<file path="config.mk">
export PLATFORM = sky130hd
export DESIGN_NAME = mc_control_fsm
export DESIGN_NICKNAME = d
export VERILOG_FILES = /design/src/rtl/mc_control_fsm_pkg.sv /design/src/rtl/mc_control_fsm_inst_class.sv /design/src/rtl/mc_control_fsm.sv
export SDC_FILE = /design/constraint.sdc
export NUM_CORES = 1
export LEC_CHECK = 0
export BUFFER_PORTS_ARGS = -buffer_cell sky130_fd_sc_hd__buf_4
export CORE_MARGIN = 5
export CORE_UTILIZATION = 43
export DETAILED_ROUTE_END_ITERATION = 10
export PLACE_DENSITY = 0.75
export SLEW_MARGIN = 20
export SYNTH_ARGS = -nofsm -noshare
export SYNTH_HDL_FRONTEND = slang
export SYNTH_SLANG_ARGS = --single-unit
</file>
<file path="constraint.sdc">
create_clock -name clk -period 2 [get_ports clk]
set_clock_uncertainty 0.2 [all_clocks]
set_input_delay 0.1 -clock clk [delete_from_list [all_inputs] [get_ports clk]]
set_output_delay 0.1 -clock clk [all_outputs]
set_load 0.005 [all_outputs]
</file>
<file path="src/rtl/mc_control_fsm_pkg.sv">
// Shared constants and types for the TSC multi-cycle control sequencer.
package mc_control_fsm_pkg;

    localparam int unsigned OPC_W   = 4;
    localparam int unsigned FUNC_W  = 6;
    localparam int unsigned SEL_W   = 2;
    localparam int unsigned STATE_W = 3;

    // Opcode field values (IR[15:12])
    localparam logic [OPC_W-1:0] OP_BNE   = 4'd0;
    localparam logic [OPC_W-1:0] OP_BEQ   = 4'd1;
    localparam logic [OPC_W-1:0] OP_BGZ   = 4'd2;
    localparam logic [OPC_W-1:0] OP_BLZ   = 4'd3;
    localparam logic [OPC_W-1:0] OP_ADI   = 4'd4;
    localparam logic [OPC_W-1:0] OP_ORI   = 4'd5;
    localparam logic [OPC_W-1:0] OP_LHI   = 4'd6;
    localparam logic [OPC_W-1:0] OP_LWD   = 4'd7;
    localparam logic [OPC_W-1:0] OP_SWD   = 4'd8;
    localparam logic [OPC_W-1:0] OP_JMP   = 4'd9;
    localparam logic [OPC_W-1:0] OP_JAL   = 4'd10;
    localparam logic [OPC_W-1:0] OP_RTYPE = 4'd15;

    // Func field values for opcode 15 (IR[5:0]); ALU ops occupy 0..7
    localparam logic [FUNC_W-1:0] FN_SHR = 6'd7;
    localparam logic [FUNC_W-1:0] FN_JPR = 6'd25;
    localparam logic [FUNC_W-1:0] FN_JRL = 6'd26;
    localparam logic [FUNC_W-1:0] FN_WWD = 6'd28;
    localparam logic [FUNC_W-1:0] FN_HLT = 6'd29;

    // PC source select
    localparam logic [SEL_W-1:0] PC_SRC_ALU    = 2'd0;
    localparam logic [SEL_W-1:0] PC_SRC_ALUOUT = 2'd1;
    localparam logic [SEL_W-1:0] PC_SRC_JTGT   = 2'd2;
    localparam logic [SEL_W-1:0] PC_SRC_RS     = 2'd3;

    // ALU operand selects
    localparam logic             ALUA_PC  = 1'b0;
    localparam logic             ALUA_RS  = 1'b1;
    localparam logic [SEL_W-1:0] ALUB_ONE = 2'd0;
    localparam logic [SEL_W-1:0] ALUB_RT  = 2'd1;
    localparam logic [SEL_W-1:0] ALUB_IMM = 2'd2;

    // Register-file write address and data selects
    localparam logic [SEL_W-1:0] DST_RT    = 2'd0;
    localparam logic [SEL_W-1:0] DST_RD    = 2'd1;
    localparam logic [SEL_W-1:0] DST_R2    = 2'd2;
    localparam logic [SEL_W-1:0] WD_ALUOUT = 2'd0;
    localparam logic [SEL_W-1:0] WD_MDR    = 2'd1;
    localparam logic [SEL_W-1:0] WD_PC     = 2'd2;

    // Sequencer states; fixed encoding so monitors can decode them
    typedef enum logic [STATE_W-1:0] {
        ST_IF   = 3'd0,
        ST_ID   = 3'd1,
        ST_EX   = 3'd2,
        ST_MEM  = 3'd3,
        ST_WB   = 3'd4,
        ST_HALT = 3'd5
    } state_t;

    // Instruction class flags; all-zero means undefined (retired as NOP)
    typedef struct packed {
        logic is_rtype_alu;
        logic is_itype_alu;
        logic is_load;
        logic is_store;
        logic is_branch;
        logic is_jump;
        logic is_jreg;
        logic is_link;
        logic is_wwd;
        logic is_hlt;
    } inst_class_t;

endpackage

</file>
<file path="src/rtl/mc_control_fsm_inst_class.sv">
// Combinational instruction classifier from the IR opcode/func fields.
module mc_inst_class
    import mc_control_fsm_pkg::*;
(
    input  logic [OPC_W-1:0]  opcode,
    input  logic [FUNC_W-1:0] func,
    output inst_class_t       cls
);

    // Decode opcode, then func for the register-format group
    always_comb begin
        cls = '0;
        case (opcode)
            OP_BNE, OP_BEQ, OP_BGZ, OP_BLZ: cls.is_branch    = 1'b1;
            OP_ADI, OP_ORI, OP_LHI:         cls.is_itype_alu = 1'b1;
            OP_LWD:                         cls.is_load      = 1'b1;
            OP_SWD:                         cls.is_store     = 1'b1;
            OP_JMP:                         cls.is_jump      = 1'b1;
            OP_JAL: begin
                cls.is_jump = 1'b1;
                cls.is_link = 1'b1;
            end
            OP_RTYPE: begin
                if (func <= FN_SHR) begin
                    cls.is_rtype_alu = 1'b1;
                end else begin
                    case (func)
                        FN_JPR: begin
                            cls.is_jump = 1'b1;
                            cls.is_jreg = 1'b1;
                        end
                        FN_JRL: begin
                            cls.is_jump = 1'b1;
                            cls.is_jreg = 1'b1;
                            cls.is_link = 1'b1;
                        end
                        FN_WWD:  cls.is_wwd = 1'b1;
                        FN_HLT:  cls.is_hlt = 1'b1;
                        default: cls = '0;
                    endcase
                end
            end
            default: cls = '0;
        endcase
    end

endmodule

</file>
<file path="src/rtl/mc_control_fsm.sv">
// Multi-cycle IF/ID/EX/MEM/WB sequencer for the 16-bit TSC CPU.
module mc_control_fsm
    import mc_control_fsm_pkg::*;
#(
    parameter int unsigned WORD_SIZE = 16
) (
    input  logic                 clk,
    input  logic                 reset_n,
    input  logic [OPC_W-1:0]     opcode,
    input  logic [FUNC_W-1:0]    func,
    input  logic                 alu_zero,
    input  logic                 mem_ready,
    output logic                 read_m,
    output logic                 write_m,
    output logic                 i_or_d,
    output logic                 ir_write,
    output logic                 pc_write,
    output logic                 pc_write_cond,
    output logic [SEL_W-1:0]     pc_src,
    output logic                 alu_src_a,
    output logic [SEL_W-1:0]     alu_src_b,
    output logic [OPC_W-1:0]     alu_opcode,
    output logic [FUNC_W-1:0]    alu_func,
    output logic                 reg_write,
    output logic [SEL_W-1:0]     reg_dst,
    output logic [SEL_W-1:0]     mem_to_reg,
    output logic                 wwd,
    output logic                 halt,
    output logic                 retire,
    output logic [WORD_SIZE-1:0] num_inst
);

    state_t      state;
    state_t      state_nxt;
    inst_class_t cls;
    logic        is_undef;
    logic        needs_ex;
    logic        unused_alu_zero;

    // Branch qualification by alu_zero happens in the datapath via pc_write_cond
    assign unused_alu_zero = alu_zero;

    mc_inst_class u_inst_class (
        .opcode (opcode),
        .func   (func),
        .cls    (cls)
    );

    assign is_undef = (cls == '0);
    assign needs_ex = cls.is_rtype_alu | cls.is_itype_alu | cls.is_load
                    | cls.is_store | cls.is_branch;

    // State register
    always_ff @(posedge clk or negedge reset_n) begin
        if (!reset_n) begin
            state <= ST_IF;
        end else begin
            state <= state_nxt;
        end
    end

    // Retired-instruction counter, wraps naturally
    always_ff @(posedge clk or negedge reset_n) begin
        if (!reset_n) begin
            num_inst <= '0;
        end else if (retire) begin
            num_inst <= num_inst + WORD_SIZE'(1);
        end
    end

    // Next-state logic
    always_comb begin
        state_nxt = state;
        case (state)
            ST_IF: begin
                if (mem_ready) state_nxt = ST_ID;
            end
            ST_ID: begin
                if (cls.is_hlt)    state_nxt = ST_HALT;
                else if (needs_ex) state_nxt = ST_EX;
                else               state_nxt = ST_IF;
            end
            ST_EX: begin
                if (cls.is_rtype_alu || cls.is_itype_alu)  state_nxt = ST_WB;
                else if (cls.is_load || cls.is_store)      state_nxt = ST_MEM;
                else                                       state_nxt = ST_IF;
            end
            ST_MEM: begin
                if (mem_ready) state_nxt = cls.is_load ? ST_WB : ST_IF;
            end
            ST_WB:   state_nxt = ST_IF;
            ST_HALT: state_nxt = ST_HALT;
            default: state_nxt = ST_IF;
        endcase
    end

    // Output decode; reset forces every output low without waiting for a clock
    always_comb begin
        read_m        = 1'b0;
        write_m       = 1'b0;
        i_or_d        = 1'b0;
        ir_write      = 1'b0;
        pc_write      = 1'b0;
        pc_write_cond = 1'b0;
        pc_src        = PC_SRC_ALU;
        alu_src_a     = ALUA_PC;
        alu_src_b     = ALUB_ONE;
        alu_opcode    = '0;
        alu_func      = '0;
        reg_write     = 1'b0;
        reg_dst       = DST_RT;
        mem_to_reg    = WD_ALUOUT;
        wwd           = 1'b0;
        halt          = 1'b0;
        retire        = 1'b0;
        if (reset_n) begin
            case (state)
                ST_IF: begin
                    read_m     = 1'b1;
                    alu_opcode = OP_ADI;
                    if (mem_ready) begin
                        ir_write = 1'b1;
                        pc_write = 1'b1;
                    end
                end
                ST_ID: begin
                    alu_src_b  = ALUB_IMM;
                    alu_opcode = OP_ADI;
                    if (cls.is_jump) begin
                        pc_write = 1'b1;
                        pc_src   = cls.is_jreg ? PC_SRC_RS : PC_SRC_JTGT;
                        retire   = 1'b1;
                    end
                    if (cls.is_link) begin
                        reg_write  = 1'b1;
                        reg_dst    = DST_R2;
                        mem_to_reg = WD_PC;
                    end
                    if (cls.is_wwd) begin
                        wwd    = 1'b1;
                        retire = 1'b1;
                    end
                    if (cls.is_hlt || is_undef) retire = 1'b1;
                end
                ST_EX: begin
                    alu_src_a = ALUA_RS;
                    if (cls.is_rtype_alu) begin
                        alu_src_b  = ALUB_RT;
                        alu_opcode = OP_RTYPE;
                        alu_func   = func;
                    end else if (cls.is_itype_alu) begin
                        alu_src_b  = ALUB_IMM;
                        alu_opcode = opcode;
                    end else if (cls.is_load || cls.is_store) begin
                        alu_src_b  = ALUB_IMM;
                        alu_opcode = OP_ADI;
                    end else if (cls.is_branch) begin
                        alu_src_b     = ALUB_RT;
                        alu_opcode    = opcode;
                        pc_write_cond = 1'b1;
                        pc_src        = PC_SRC_ALUOUT;
                        retire        = 1'b1;
                    end
                end
                ST_MEM: begin
                    i_or_d = 1'b1;
                    if (cls.is_load) begin
                        read_m = 1'b1;
                    end else if (cls.is_store) begin
                        write_m = 1'b1;
                        retire  = mem_ready;
                    end
                end
                ST_WB: begin
                    reg_write = 1'b1;
                    retire    = 1'b1;
                    if (cls.is_rtype_alu) reg_dst    = DST_RD;
                    if (cls.is_load)      mem_to_reg = WD_MDR;
                end
                ST_HALT: halt = 1'b1;
                default: halt = 1'b0;
            endcase
        end
    end

endmodule

</file>
After elaboration in Yosys (flattened, before gate mapping)
Index checks and enable logic that the tools add are counted.
{"block": "op_classes", "n_addsub": 1, "n_lt_le_gt_ge": 1, "n_eq_ne": 22, "muxes": 89, "n_bitwise": 4, "n_reduce_logical": 12}
{"op": "$mux W1", "count": 46}
{"op": "$mux W2", "count": 13}
{"op": "$eq A6 B5 Y1 const B", "count": 4}
{"op": "$mux W4", "count": 5}
{"op": "$mux W6", "count": 3}
{"op": "$pmux W1 S2", "count": 9}
{"op": "$add A16 B1 Y16 const B", "count": 1}
{"op": "$eq A4 B3 Y1 const B", "count": 4}
{"op": "$eq A4 B4 Y1 const B", "count": 4}
{"op": "$pmux W2 S2", "count": 4}
{"op": "$mux W3", "count": 5}
{"op": "$pmux W3 S5", "count": 1}
{"op": "$logic_not A10 Y1", "count": 1}
{"op": "$eq A4 B2 Y1 const B", "count": 2}
{"op": "$pmux W4 S2", "count": 1}
{"op": "$eq A3 B2 Y1 const B", "count": 2}
{"op": "$eq A3 B3 Y1 const B", "count": 2}
{"op": "$le A6 B3 Y1 const B", "count": 1}
{"op": "$reduce_or A2 Y1", "count": 3}
{"op": "$mux W5", "count": 1}
{"op": "$eq A4 B1 Y1 const B", "count": 1}
{"op": "$logic_not A4 Y1", "count": 1}
{"op": "$ne A2 B2 Y1 const B", "count": 2}
{"op": "$or A1 B1 Y1", "count": 4}
{"op": "7 further kinds", "count": 9}
{"block": "totals", "regBits": 19, "inputBits": 14, "output_inout_bits": 45, "elab_cells": 131}

Logic depth before layout (Yosys ltp)
Gate-level depths: netlist of run 1.
{"block": "logic_depth", "depth_word": 10, "mapped_depth": 7, "mapped_depth_nobuf": 5}

Hierarchy
A second synthesis of run 1 with hierarchy kept.
{"block": "unflattened", "cells_unflattened": 160, "area_unflattened_um2": 1445.1}
{"module": "mc_control_fsm", "instances": 1, "cells_each": 140, "area_per_inst_um2": 1300.0, "seq_area_each_um2": 475.5}
{"module": "mc_inst_class", "instances": 1, "cells_each": 20, "area_per_inst_um2": 145.1, "seq_area_each_um2": 0.0}

Worst setup path before layout of run 1
No wires, ideal clock.
{"block": "synth_timing", "kind": "input to register", "startpoint": "input port opcode[1]", "endpoint": "register num_inst[12]", "setup_time_ns": 0.124, "t_arrival_ns": 1.899, "required_ns": 1.676, "slack_ns": -0.223, "cell_stages": 7, "n_path_buf": 2, "path_cell_list": "buf_4 -> or4b_4 -> or4_4 -> a31oi_4 -> buf_6 -> nand4_2 -> xnor2_2"}
{"block": "synth_between", "elab_chain_len": 9, "elab_cells_between_ends": 38, "classes_between": "eq/ne: 11; mux: 20; reduce/logical: 7"}
{"item": "start, declared", "line_no": "mc_control_fsm.sv:9", "source": "input logic [OPC_W-1:0] opcode,"}
{"item": "$eq A4 B1 Y1, or another cell as far along", "line_no": "mc_control_fsm_inst_class.sv:13", "source": "case (opcode)"}
{"item": "$reduce_or A4 Y1", "line_no": "mc_control_fsm_inst_class.sv:13"}
{"item": "$pmux W1 S2", "line_no": "mc_control_fsm_inst_class.sv:13"}
{"item": "$mux W1", "line_no": "mc_control_fsm.sv:157", "source": "end else if (cls.is_branch) begin"}
{"item": "$mux W1", "line_no": "mc_control_fsm.sv:154", "source": "end else if (cls.is_load || cls.is_store) begin"}
{"item": "$mux W1", "line_no": "mc_control_fsm.sv:151", "source": "end else if (cls.is_itype_alu) begin"}
{"item": "$mux W1", "line_no": "mc_control_fsm.sv:147", "source": "if (cls.is_rtype_alu) begin"}
{"item": "$pmux W1 S4 (*)", "line_no": "mc_control_fsm.sv:117", "source": "case (state)"}
{"item": "$mux W1 (*)", "line_no": "mc_control_fsm.sv:116", "source": "if (reset_n) begin"}
{"item": "net retire", "line_no": "mc_control_fsm.sv:29", "source": "output logic retire,"}
{"item": "end signal, assigned", "line_no": "mc_control_fsm.sv:67", "source": "num_inst <= num_inst + WORD_SIZE'(1);"}
{"item": "end, declared", "line_no": "mc_control_fsm.sv:30", "source": "output logic [WORD_SIZE-1:0] num_inst"}
Mark *: on every way through the listed nets, which the timed path passes. The rest lies on a longest branch.
A chain may end at the register's enable or synchronous reset.

Worst setup path after layout of run 1
{"block": "layout_timing", "startpoint": "register state[2]", "endpoint": "register num_inst[10]"}
{"block": "layout_between", "elab_chain_len": 3, "elab_cells_between_ends": 6, "classes_between": "eq/ne: 4; mux: 2"}
{"item": "start, declared", "line_no": "mc_control_fsm.sv:33", "source": "state_t state;"}
{"item": "start signal, assigned", "line_no": "mc_control_fsm.sv:58", "source": "state <= state_nxt;"}
{"item": "$eq A3 B3 Y1, or another cell as far along", "line_no": "mc_control_fsm.sv:117"}
{"item": "$pmux W1 S4 (*)", "line_no": "mc_control_fsm.sv:117"}
{"item": "$mux W1 (*)", "line_no": "mc_control_fsm.sv:116"}
Mark *: on every way between the ends. The rest lies on a longest branch, timed or not.

==> results.json, run 1 <==
{
  "grt_pass1_wl_um": 6960,
  "power_w": 0.00164,
  "dieWidth_um": 67.9,
  "syn_area_per_cell_um2": 8.54,
  "io_pins": 59,
  "finalCritPeriodShare_pct": 104,
  "rows": 21,
  "routed_via_density": 5.36,
  "drtIter0Drc": 103,
  "leakage_nw": 1.14,
  "ant_nets": 0,
  "die-area_um2": 4610,
  "cp-start-kind": "register",
  "cts_tree": "done",
  "regToRegStartpoint": "state[2]",
  "gp_congestion": 0.893,
  "critPathArrivalTime_ns": 2.08,
  "cts_buffer_depth": 2,
  "synth_top_flop_cell": "dfrtp_1",
  "synth_edf_count": 0,
  "layout_common_cells": "buf_4 (68), nand2_1 (16), dfrtp_1 (16), xnor2_1 (13), nor2_1 (11)",
  "worst_pin_slew_ns": 0.531,
  "drive_gt1_share_pct": 44.3,
  "synth_seq_area_share_pct": 33.0,
  "wl_met3_um": 199,
  "rsz0062_at_grt": "yes",
  "setup_viol": 11,
  "layout.cells.non_filler": 292,
  "crit_required_ns": 2.00,
  "cts.sinks": 19,
  "wl_met2_um": 2440,
  "start_util_pct": 43.9,
  "hold_path_class": "input pin to register",
  "syn_inst": 169,
  "cp_max_fo": 5,
  "portBuffers": 54,
  "synth-seq-cells": 19,
  "synth_warnings": 0,
  "vias": 1565,
  "clk_latency_ns": 0.31,
  "critical_path.startpoint": "state[2]",
  "synthArstFlopShare_pct": 100,
  "cp.depth": 7,
  "grt_max_degree": 15,
  "synth_adder_area_share_pct": 0.867,
  "slowest_stage": "dfrtp_2",
  "routed_wl_um": 4500,
  "synth_compound_area_share_pct": 13.1,
  "diodes": 0,
  "cp-end-kind": "register",
  "ir_drop_uv": 470,
  "drcViolationCount": 0,
  "drv_cap": 0,
  "critPathTopFamily": "compound AO/OA/AOI/OAI gates",
  "yosys.area_share.xor_xnor_pct": 10.8,
  "min_period_ns": 2.08,
  "grt_pass1_vias": 1501,
  "synthMuxAreaShare_pct": 1.47,
  "fin_ws_ns": -0.0799,
  "crit_buf_inv": 3,
  "relSlewSlack_pct": 64.4,
  "violations": "setup timing",
  "dp_hpwl_um": 3200,
  "grt_usage_pct": 19.7,
  "setup_tns_ns": -0.374,
  "final-max-slew-violation-count": 0,
  "routedLengthMet1_um": 1790,
  "topRoutingLayerUsed": "met4",
  "crit_chain": "buf_6 > a2111o_1 > a31oi_4 > buf_12 > buf_4 > nand4_1 > xnor2_1",
  "finalHoldViolCount": 0,
  "syn_area_um2": 1440,
  "r2r_end": "num_inst[10]",
  "synth_top_family_by_area": "simple AND/OR/NAND/NOR gates",
  "pre_cts_ws_ns": -0.232,
  "layout_commonest_cell": "buf_4",
  "crit_end": "num_inst[10]",
  "post-place-cells": 274,
  "root_buffer": "clkbuf_4",
  "fmax_mhz": 481,
  "r2r_cells": 7,
  "die_h_um": 67.9,
  "power_density_nw_per_um2": 730,
  "area_growth_pct": 55.6,
  "htreeDepth": 1,
  "critPathKind": "register to register",
  "path_clk_slew_ns": 0.12,
  "whs_ns": 0.0232,
  "grt_overflow": 0,
  "nets": 262,
  "reg2reg_slack_ns": -0.08,
  "numCtsBuffers": 3,
  "core_area_um2": 3280,
  "grt_antenna_before_repair": 0,
  "firstDrtPassIters": 6,
  "fillCellCount": 281,
  "ys_types": 47,
  "synthSimpleGateAreaFrac_pct": 33.1,
  "outcome": "finished with violations",
  "wire_per_inst_um": 15.4,
  "slowest_delay_ns": 0.46
}
## where the power goes
part	leakage, nW	switching (W)	internal, W
Combinational	0.868	0.000395	0.000494
Sequential	0.253	0.000100	0.000446
Clock	0.0177	0.000129	0.0000746
Total	1.14	0.000624	0.00101
## timing repair
| item | 4_1_cts | 5_1_grt |
|---|---|---|
| hold endpoints to repair | 21 | 6 |
| gates resized for setup | 17 | 20 |
| setup buffers | 5 | 4 |
| pin swaps | 8 | 11 |
| setup endpoints to repair | 18 | 29 |
| hold buffers | 3 | 2 |
## tightest hold or removal path, stage by stage
cell and delay, ns:
buf_4 0.13, inv_1 0.07, a2111o_1 0.12, o21ai_0 0.08
## metrics by stage
step / utilization [%] / instance area (µm²)
after floorplan: - / 1460
after global placement: 59.8 / 1960
after detailed placement: 59.8 / 1960
after CTS: 64.4 / 2110
after global routing: 68.3 / 2240
final: 68.3 / 2240
## Yosys cell counts, types with 2 or more instances
| cell type | number | area (µm²) |
|---|---|---|
| xor2_1 | 2 | 17.5 |
| a21oi_1 | 2 | 10.0 |
| and3_1 | 10 | 62.6 |
| buf_6 | 2 | 22.5 |
| o2111a_1 | 2 | 22.5 |
| a2111o_1 | 2 | 22.5 |
| clkbuf_1 | 4 | 15.0 |
| nand3_1 | 11 | 55.1 |
| nor3_1 | 6 | 30.0 |
| o21ai_0 | 7 | 35.0 |
| nand4_1 | 6 | 37.5 |
| dfrtp_1 | 19 | 475 |
| nand2_1 | 18 | 67.6 |
| nand2b_1 | 2 | 12.5 |
| or3_1 | 2 | 12.5 |
| inv_1 | 7 | 26.3 |
| xnor2_1 | 14 | 123 |
| and4_1 | 2 | 17.5 |
| nor4b_1 | 2 | 17.5 |
| buf_4 | 5 | 37.5 |
| o21bai_1 | 3 | 22.5 |
| nor2_1 | 13 | 48.8 |
| nor2b_1 | 4 | 25.0 |
## worst min-delay path by stage
| stage | slack [ns] | to | depth (start not counted) | startpoint |
|---|---|---|---|---|
| global route | 0.06 | state[2] | 4 | mem_ready |
| floorplan | -0.40 | num_inst[0] | 0 | reset_n |
| global placement | -0.26 | num_inst[11] | 1 | reset_n |
| detailed placement | -0.26 | num_inst[11] | 1 | reset_n |
| CTS | 0.02 | state[2] | 4 | mem_ready |
| finish | 0.02 | state[2] | 4 | mem_ready |
## per-layer routing
metal / GRT usage, % / up-vias
met1: 24.2 / 761
met3: 2.63 / 10
met4: 5.21 / 0
met5: 0 / -
met2: 35.7 / 38
li1: - / 756
## area by class of cell
class                   count  area, µm²  share of cell area (%)
clock buffers               3       22.5                    1.00
clock inverters             1       5.00                   0.223
inverters                   7       28.8                    1.28
multi-input cells         133        967                    43.1
flip-flops and latches     19        479                    21.3
well taps                  46       57.6                    2.56
repair buffers             83        684                    30.5
## flip-flops by register name, indices dropped and copies added, names as in the netlist
name      count
state         3
num_inst     16
## cells by family (layout without fill, tap and decap cells)
logic type	after synthesis	count (layout)
and+or+nand+nor	86	86
AOI/OAI and AO/OA	24	24
DFF	19	19
buffers and inverters	19	94
xor gates and xnor gates	17	17
muxes	2	2
adders and majority gates	1	1
other	1	3
Note: power is estimated with default switching activity, not from simulation.
==> run 2, diff against run 1 <==
--- a/config.mk
+++ b/config.mk
@@ -7,9 +7,10 @@
 export LEC_CHECK = 0
 export BUFFER_PORTS_ARGS = -buffer_cell sky130_fd_sc_hd__buf_4
 export CORE_MARGIN = 5
-export CORE_UTILIZATION = 43
+export CORE_UTILIZATION = 48
 export DETAILED_ROUTE_END_ITERATION = 10
-export PLACE_DENSITY = 0.75
+export PLACE_DENSITY = 0.8
+export SETUP_SLACK_MARGIN = 0.4
 export SLEW_MARGIN = 20
 export SYNTH_ARGS = -nofsm -noshare
 export SYNTH_HDL_FRONTEND = slang
==> constraint.sdc (replaced) <==
create_clock -name clk -period 2.2 [get_ports clk]
set_clock_uncertainty 0.2 [all_clocks]
set_input_delay 0.11 -clock clk [delete_from_list [all_inputs] [get_ports clk]]
set_output_delay 0.11 -clock clk [all_outputs]
set_load 0.005 [all_outputs]
==> run 2 against run 1 <==
Against the previous run:
- sequential share of layout area down 2.1 points
- clock power down 9.8%
- critical endpoint is now num_inst[4]
- largest power group unchanged
- worst hold slack better by 0.024 ns
- the flow still finishes with violations (setup timing)
==> results.json, run 2 (synthesis gave the netlist of run 1 again) <==
{
  "vias": 1817,
  "area_growth_pct": 72.6,
  "ir_drop_uv": 579,
  "regArea_um2": 480,
  "regToRegStartpoint": "state[0]",
  "finalCritPeriodShare_pct": 100,
  "wl_met2_um": 3100,
  "critical_path.startpoint": "state[0]",
  "relSlewSlack_pct": 58.7,
  "final_area_um2": 2490,
  "dpl_cell_area_um2": 1940,
  "p_clk_share_pct": 9.9,
  "setup_tns_ns": -0.00908,
  "clk_latency_ns": 0.31,
  "grt_max_degree": 17,
  "critPathKind": "register to register",
  "grt_overflow": 0,
  "power.share.combinational_pct": 63.2,
  "outcome": "finished with violations",
  "reg_top3": "num_inst (16), state (3)",
  "portBuffers": 54,
  "fmax_mhz": 453,
  "path_clk_slew_ns": 0.12,
  "layout_commonest_cell": "buf_4",
  "drive_gt1_share_pct": 55.4,
  "gp_congestion": 0.901,
  "setup_viol": 1,
  "p_seq_share_pct": 26.9,
  "cts_buffer_depth": 2,
  "cp-end-kind": "register",
  "cts_tree": "done",
  "routed_wl_um": 6060,
  "grt_antenna_before_repair": 0,
  "routed_via_density": 6.24,
  "dieWidth_um": 64.8,
  "diodes": 0,
  "violations": "setup timing",
  "core_area_um2": 2830,
  "hold_path_class": "input pin to register",
  "routedLengthMet1_um": 2270,
  "topRoutingLayerUsed": "met4",
  "top_register": "num_inst",
  "internal_power_w": 0.00110,
  "critPathArrivalTime_ns": 2.22,
  "crit_required_ns": 2.21,
  "firstDrtPassIters": 4,
  "largest_reg_flops": 16,
  "drtIter0Drc": 152,
  "worst_pin_slew_ns": 0.618,
  "cts.sinks": 19,
  "fillCellCount": 130,
  "wire_per_inst_um": 20.8,
  "ant_nets": 0,
  "final-max-slew-violation-count": 0,
  "drcViolationCount": 0,
  "dp_hpwl_um": 3290,
  "cp-start-kind": "register",
  "wl_met3_um": 465,
  "p_switching_w": 0.000748,
  "cp_max_fo": 5,
  "numCtsBuffers": 3,
  "htreeDepth": 1,
  "io_pins": 59,
  "root_buffer": "clkbuf_4",
  "power_density_nw_per_um2": 744,
  "finalHoldViolCount": 0,
  "switching_share_pct": 40.4,
  "layout_common_cells": "buf_4 (73), buf_6 (19), dfrtp_1 (15), nand2_1 (14), xnor2_1 (13)",
  "rsz0062_at_grt": "yes",
  "hold_start": "mem_ready",
  "nets": 276,
  "fin_ws_ns": -0.00908,
  "die_h_um": 64.8,
  "multi_input_area_um2": 1080,
  "grt_pass1_wl_um": 8400,
  "drv_cap": 0,
  "start_util_pct": 51.0,
  "die-area_um2": 4200,
  "rows": 19,
  "min_period_ns": 2.21,
  "leakage_nw": 1.21,
  "grt_pass1_vias": 1747,
  "grt_usage_pct": 25.4
}
run 2: layout make-up:
class                           count  area share (%)
Inverter                            7            1.36
Multi-Input combinational cell    133            43.6
Timing Repair Buffer               97            33.1
Sequential cell                    19            19.3
Clock inverter                      1           0.201
Tap cell                           31            1.56
Clock buffer                        3           0.905
run 2: worst paths after layout:
check                      slack (ns)  cells past startpoint           end
setup / recovery               -0.009                      8   num_inst[4]
hold / removal                   0.05                      4      state[2]
setup reg to reg               -0.009                      8   num_inst[4]
hold reg to reg                  0.29                      1  num_inst[15]
max in group asynchronous        0.87                      4   num_inst[5]
min in group asynchronous        0.30                      3  num_inst[10]
run 2: stage by stage:
step	cells	power [W]	hold slack, ns	util, %	setup slack (ns)
6_report	291	0.00185	0.0473	88.0	-0.00908
2_1_floorplan	171	0.000822	-0.386	-	-0.0230
3_5_place_dp	259	0.00112	-0.256	68.7	-0.0910
3_3_place_gp	259	0.00109	-0.259	68.7	-0.0300
4_1_cts	279	0.00154	0.0126	80.5	0.127
5_1_grt	291	0.00195	0.0705	88.0	-0.0631
run 2: what timing repair did:
| item | CTS | global route |
|---|---|---|
| buffers inserted | 14 | 10 |
| hold buffers | 2 | 2 |
| pin swaps | 17 | 9 |
| gates resized for setup | 46 | 33 |
| setup endpoints to repair | 36 | 41 |
| hold endpoints to repair | 20 | 7 |
run 2: per-layer routing:
| metal | vias to the layer above | track usage [%] |
|---|---|---|
| li1 | 781 | - |
| met1 | 888 | 28.4 |
| met2 | 121 | 46.9 |
| met3 | 27 | 4.15 |
| met4 | 0 | 11.1 |
| met5 | - | 0 |
run 2: power by group through the flow:
stage | logic [W] | clock network (W) | registers [W]
2_1_floorplan | 0.000361 | 0 | 0.000462
5_1_grt | 0.00124 | 0.000207 | 0.000508
3_3_place_gp | 0.000609 | 0 | 0.000482
4_1_cts | 0.000872 | 0.000184 | 0.000480
3_5_place_dp | 0.000631 | 0 | 0.000489
6_report | 0.00117 | 0.000184 | 0.000498
run 2: worst max-delay path: stages (launching register included):
cell and delay [ns]:
dfrtp_2 0.45, buf_6 0.13, nand2b_4 0.05, a2111o_1 0.43, a31oi_4 0.25, buf_6 0.15
buf_4 0.12, nand4_1 0.14, xnor2_1 0.18
==> run 3, diff against run 2 <==
--- a/config.mk
+++ b/config.mk
@@ -9,6 +9,7 @@
 export CORE_MARGIN = 5
 export CORE_UTILIZATION = 48
 export DETAILED_ROUTE_END_ITERATION = 10
+export MAX_ROUTING_LAYER = met4
 export PLACE_DENSITY = 0.8
 export SETUP_SLACK_MARGIN = 0.4
 export SLEW_MARGIN = 20
==> run 3 against run 2 <==
Against the previous run:
- the run now ends clean
- via count is 4.0% lower
- wire length fell by 9.6%
- worst hold slack improved by 0.063 ns
- first-iteration DRC count decreased by 8.6%
- critical endpoint is now num_inst[1]
- final area shrank 2.8%
- sequential power is essentially flat
- critical path type unchanged
- critical path depth decreased by 2
==> results.json, run 3 (synthesis gave the netlist of run 1 again) <==
{
  "area_growth_pct": 67.7,
  "grt_max_degree": 20,
  "diodes": 0,
  "reg2reg_slack_ns": 0.05,
  "drcViolationCount": 0,
  "cp-start-kind": "register",
  "portBuffers": 54,
  "die_h_um": 64.8,
  "cp_common_cell": "buf_6",
  "path_clk_slew_ns": 0.09,
  "grt_pass1_wl_um": 7490,
  "die-area_um2": 4200,
  "fin_ws_ns": 0.0513,
  "grt_pass1_vias": 1621,
  "power_w": 0.00174,
  "slowest_delay_ns": 0.46,
  "wire_per_inst_um": 19.2,
  "layout_commonest_cell": "buf_4",
  "gp_congestion": 0.885,
  "whs_ns": 0.111,
  "ir_drop_uv": 686,
  "numCtsBuffers": 3,
  "hold-path-cell-count": 4,
  "worst_pin_slew_ns": 0.850,
  "finalCritPeriodShare_pct": 97.7,
  "slowest_stage": "dfrtp_2",
  "drv_cap": 0,
  "crit_chain": "buf_6 > a2111o_1 > a31oi_4 > buf_6 > buf_4 > mux2_2",
  "setup_viol": 0,
  "layout.cells.non_filler": 286,
  "ant_nets": 0,
  "finalHoldViolCount": 0,
  "post-place-cells": 257,
  "root_buffer": "clkbuf_4",
  "critPathArrivalTime_ns": 2.13,
  "hold_path_class": "input pin to register",
  "top_register": "num_inst",
  "r2r_end": "num_inst[1]",
  "final_area_um2": 2420,
  "r2r_cells": 6,
  "relSlewSlack_pct": 43.1,
  "grt_overflow": 0,
  "layout_common_cells": "buf_4 (74), dfrtp_1 (15), buf_6 (14), xnor2_1 (13), nand2_1 (13)",
  "cp-end-kind": "register",
  "fmax_mhz": 465,
  "routed_via_density": 6.10,
  "power_density_nw_per_um2": 719,
  "io_pins": 59,
  "min_period_ns": 2.15,
  "dp_hpwl_um": 3310,
  "largest_reg_flops": 16,
  "rows": 19,
  "clk_latency_ns": 0.31,
  "firstDrtPassIters": 5,
  "outcome": "finished clean",
  "reg_top3": "num_inst (16), state (3)",
  "final-max-slew-violation-count": 0,
  "core_area_um2": 2830,
  "dpl_cell_area_um2": 1930,
  "crit_required_ns": 2.18,
  "dieWidth_um": 64.8,
  "hold_start": "mem_ready",
  "routed_wl_um": 5480,
  "grt_usage_pct": 22.6,
  "cp_max_fo": 5,
  "pre_cts_ws_ns": -0.0712,
  "critPathKind": "register to register",
  "whs_endpoint": "state[0]",
  "drtIter0Drc": 139,
  "grt_antenna_before_repair": 0,
  "cts_buffer_depth": 2,
  "vias": 1744,
  "regToRegStartpoint": "state[2]",
  "htreeDepth": 1,
  "start_util_pct": 51.0,
  "leakage_nw": 1.18,
  "nets": 271,
  "drive_gt1_share_pct": 55.3,
  "cts_tree": "done",
  "rsz0062_at_grt": "yes",
  "cts.sinks": 19
}
-- run 3: cell count changes in the layout (fill, tap and decap cells not counted), sizes merged --
cell / previous run / this run
dlymetal6s4s: 1 / 0
clkbuf: 3 / 4
buf: 93 / 89
dlygate4sd3: 3 / 2
-- run 3: what timing repair did --
item / CTS / global route
endpoints found under the hold margin: 20 / 0
hold buffers: 2 / 0
buffers inserted: 9 / 13
setup endpoints to repair: 36 / 39
resized for setup: 24 / 46
gates cloned: 0 / 1
pin swaps: 10 / 21
-- run 3: how the worst max path moves through the flow --
stage | start | endpoint | cells past startpoint
after floorplan | opcode[0] | num_inst[12] | 7
after CTS | opcode[2] | retire | 6
after global placement | opcode[0] | num_inst[12] | 7
after global routing | state[2] | num_inst[7] | 7
final | state[2] | num_inst[1] | 6
after detailed placement | opcode[0] | num_inst[4] | 7
-- run 3: layout make-up --
| cell class | count | area (µm²) |
|---|---|---|
| Clock buffer | 3 | 22.5 |
| Multi-Input combinational cell | 133 | 1060 |
| Clock inverter | 1 | 5.00 |
| Sequential cell | 19 | 480 |
| Inverter | 7 | 38.8 |
| Timing Repair Buffer | 92 | 778 |
| Tap cell | 31 | 38.8 |
| Fill cell | 136 | 409 |
-- run 3: critical path, delay by kind of cell (launching register included) --
kind | cells | cell delay (ns)
buffers and inverters | 3 | 0.40
flip-flops | 1 | 0.46
AO/OA/AOI/OAI | 2 | 0.67
multiplexers | 1 | 0.32
-- run 3: power breakdown --
| group | switching (W) | internal, W | total, W |
|---|---|---|---|
| registers | 0.0000920 | 0.000406 | 0.000498 |
| logic | 0.000491 | 0.000576 | 0.00107 |
| clock network | 0.000108 | 0.0000678 | 0.000176 |
| total | 0.000691 | 0.00105 | 0.00174 |
-- run 3: stage by stage --
| step | TNS [ns] | util [%] |
|---|---|---|
| after detailed placement | -0.248 | 68.2 |
| after floorplan | -0.0230 | - |
| final | 0 | 85.5 |
| after CTS | 0 | 74.9 |
| after global routing | 0 | 85.5 |
| after global placement | -0.0373 | 68.2 |
-- run 3: routing by layer --
layer	vias up	part of all wire, %	track usage (%)
met1	855	38	25.9
li1	776	-	-
met5	-	0	-
met4	0	1.7	5.01
met2	97	54	41.5
met3	16	6.8	3.11
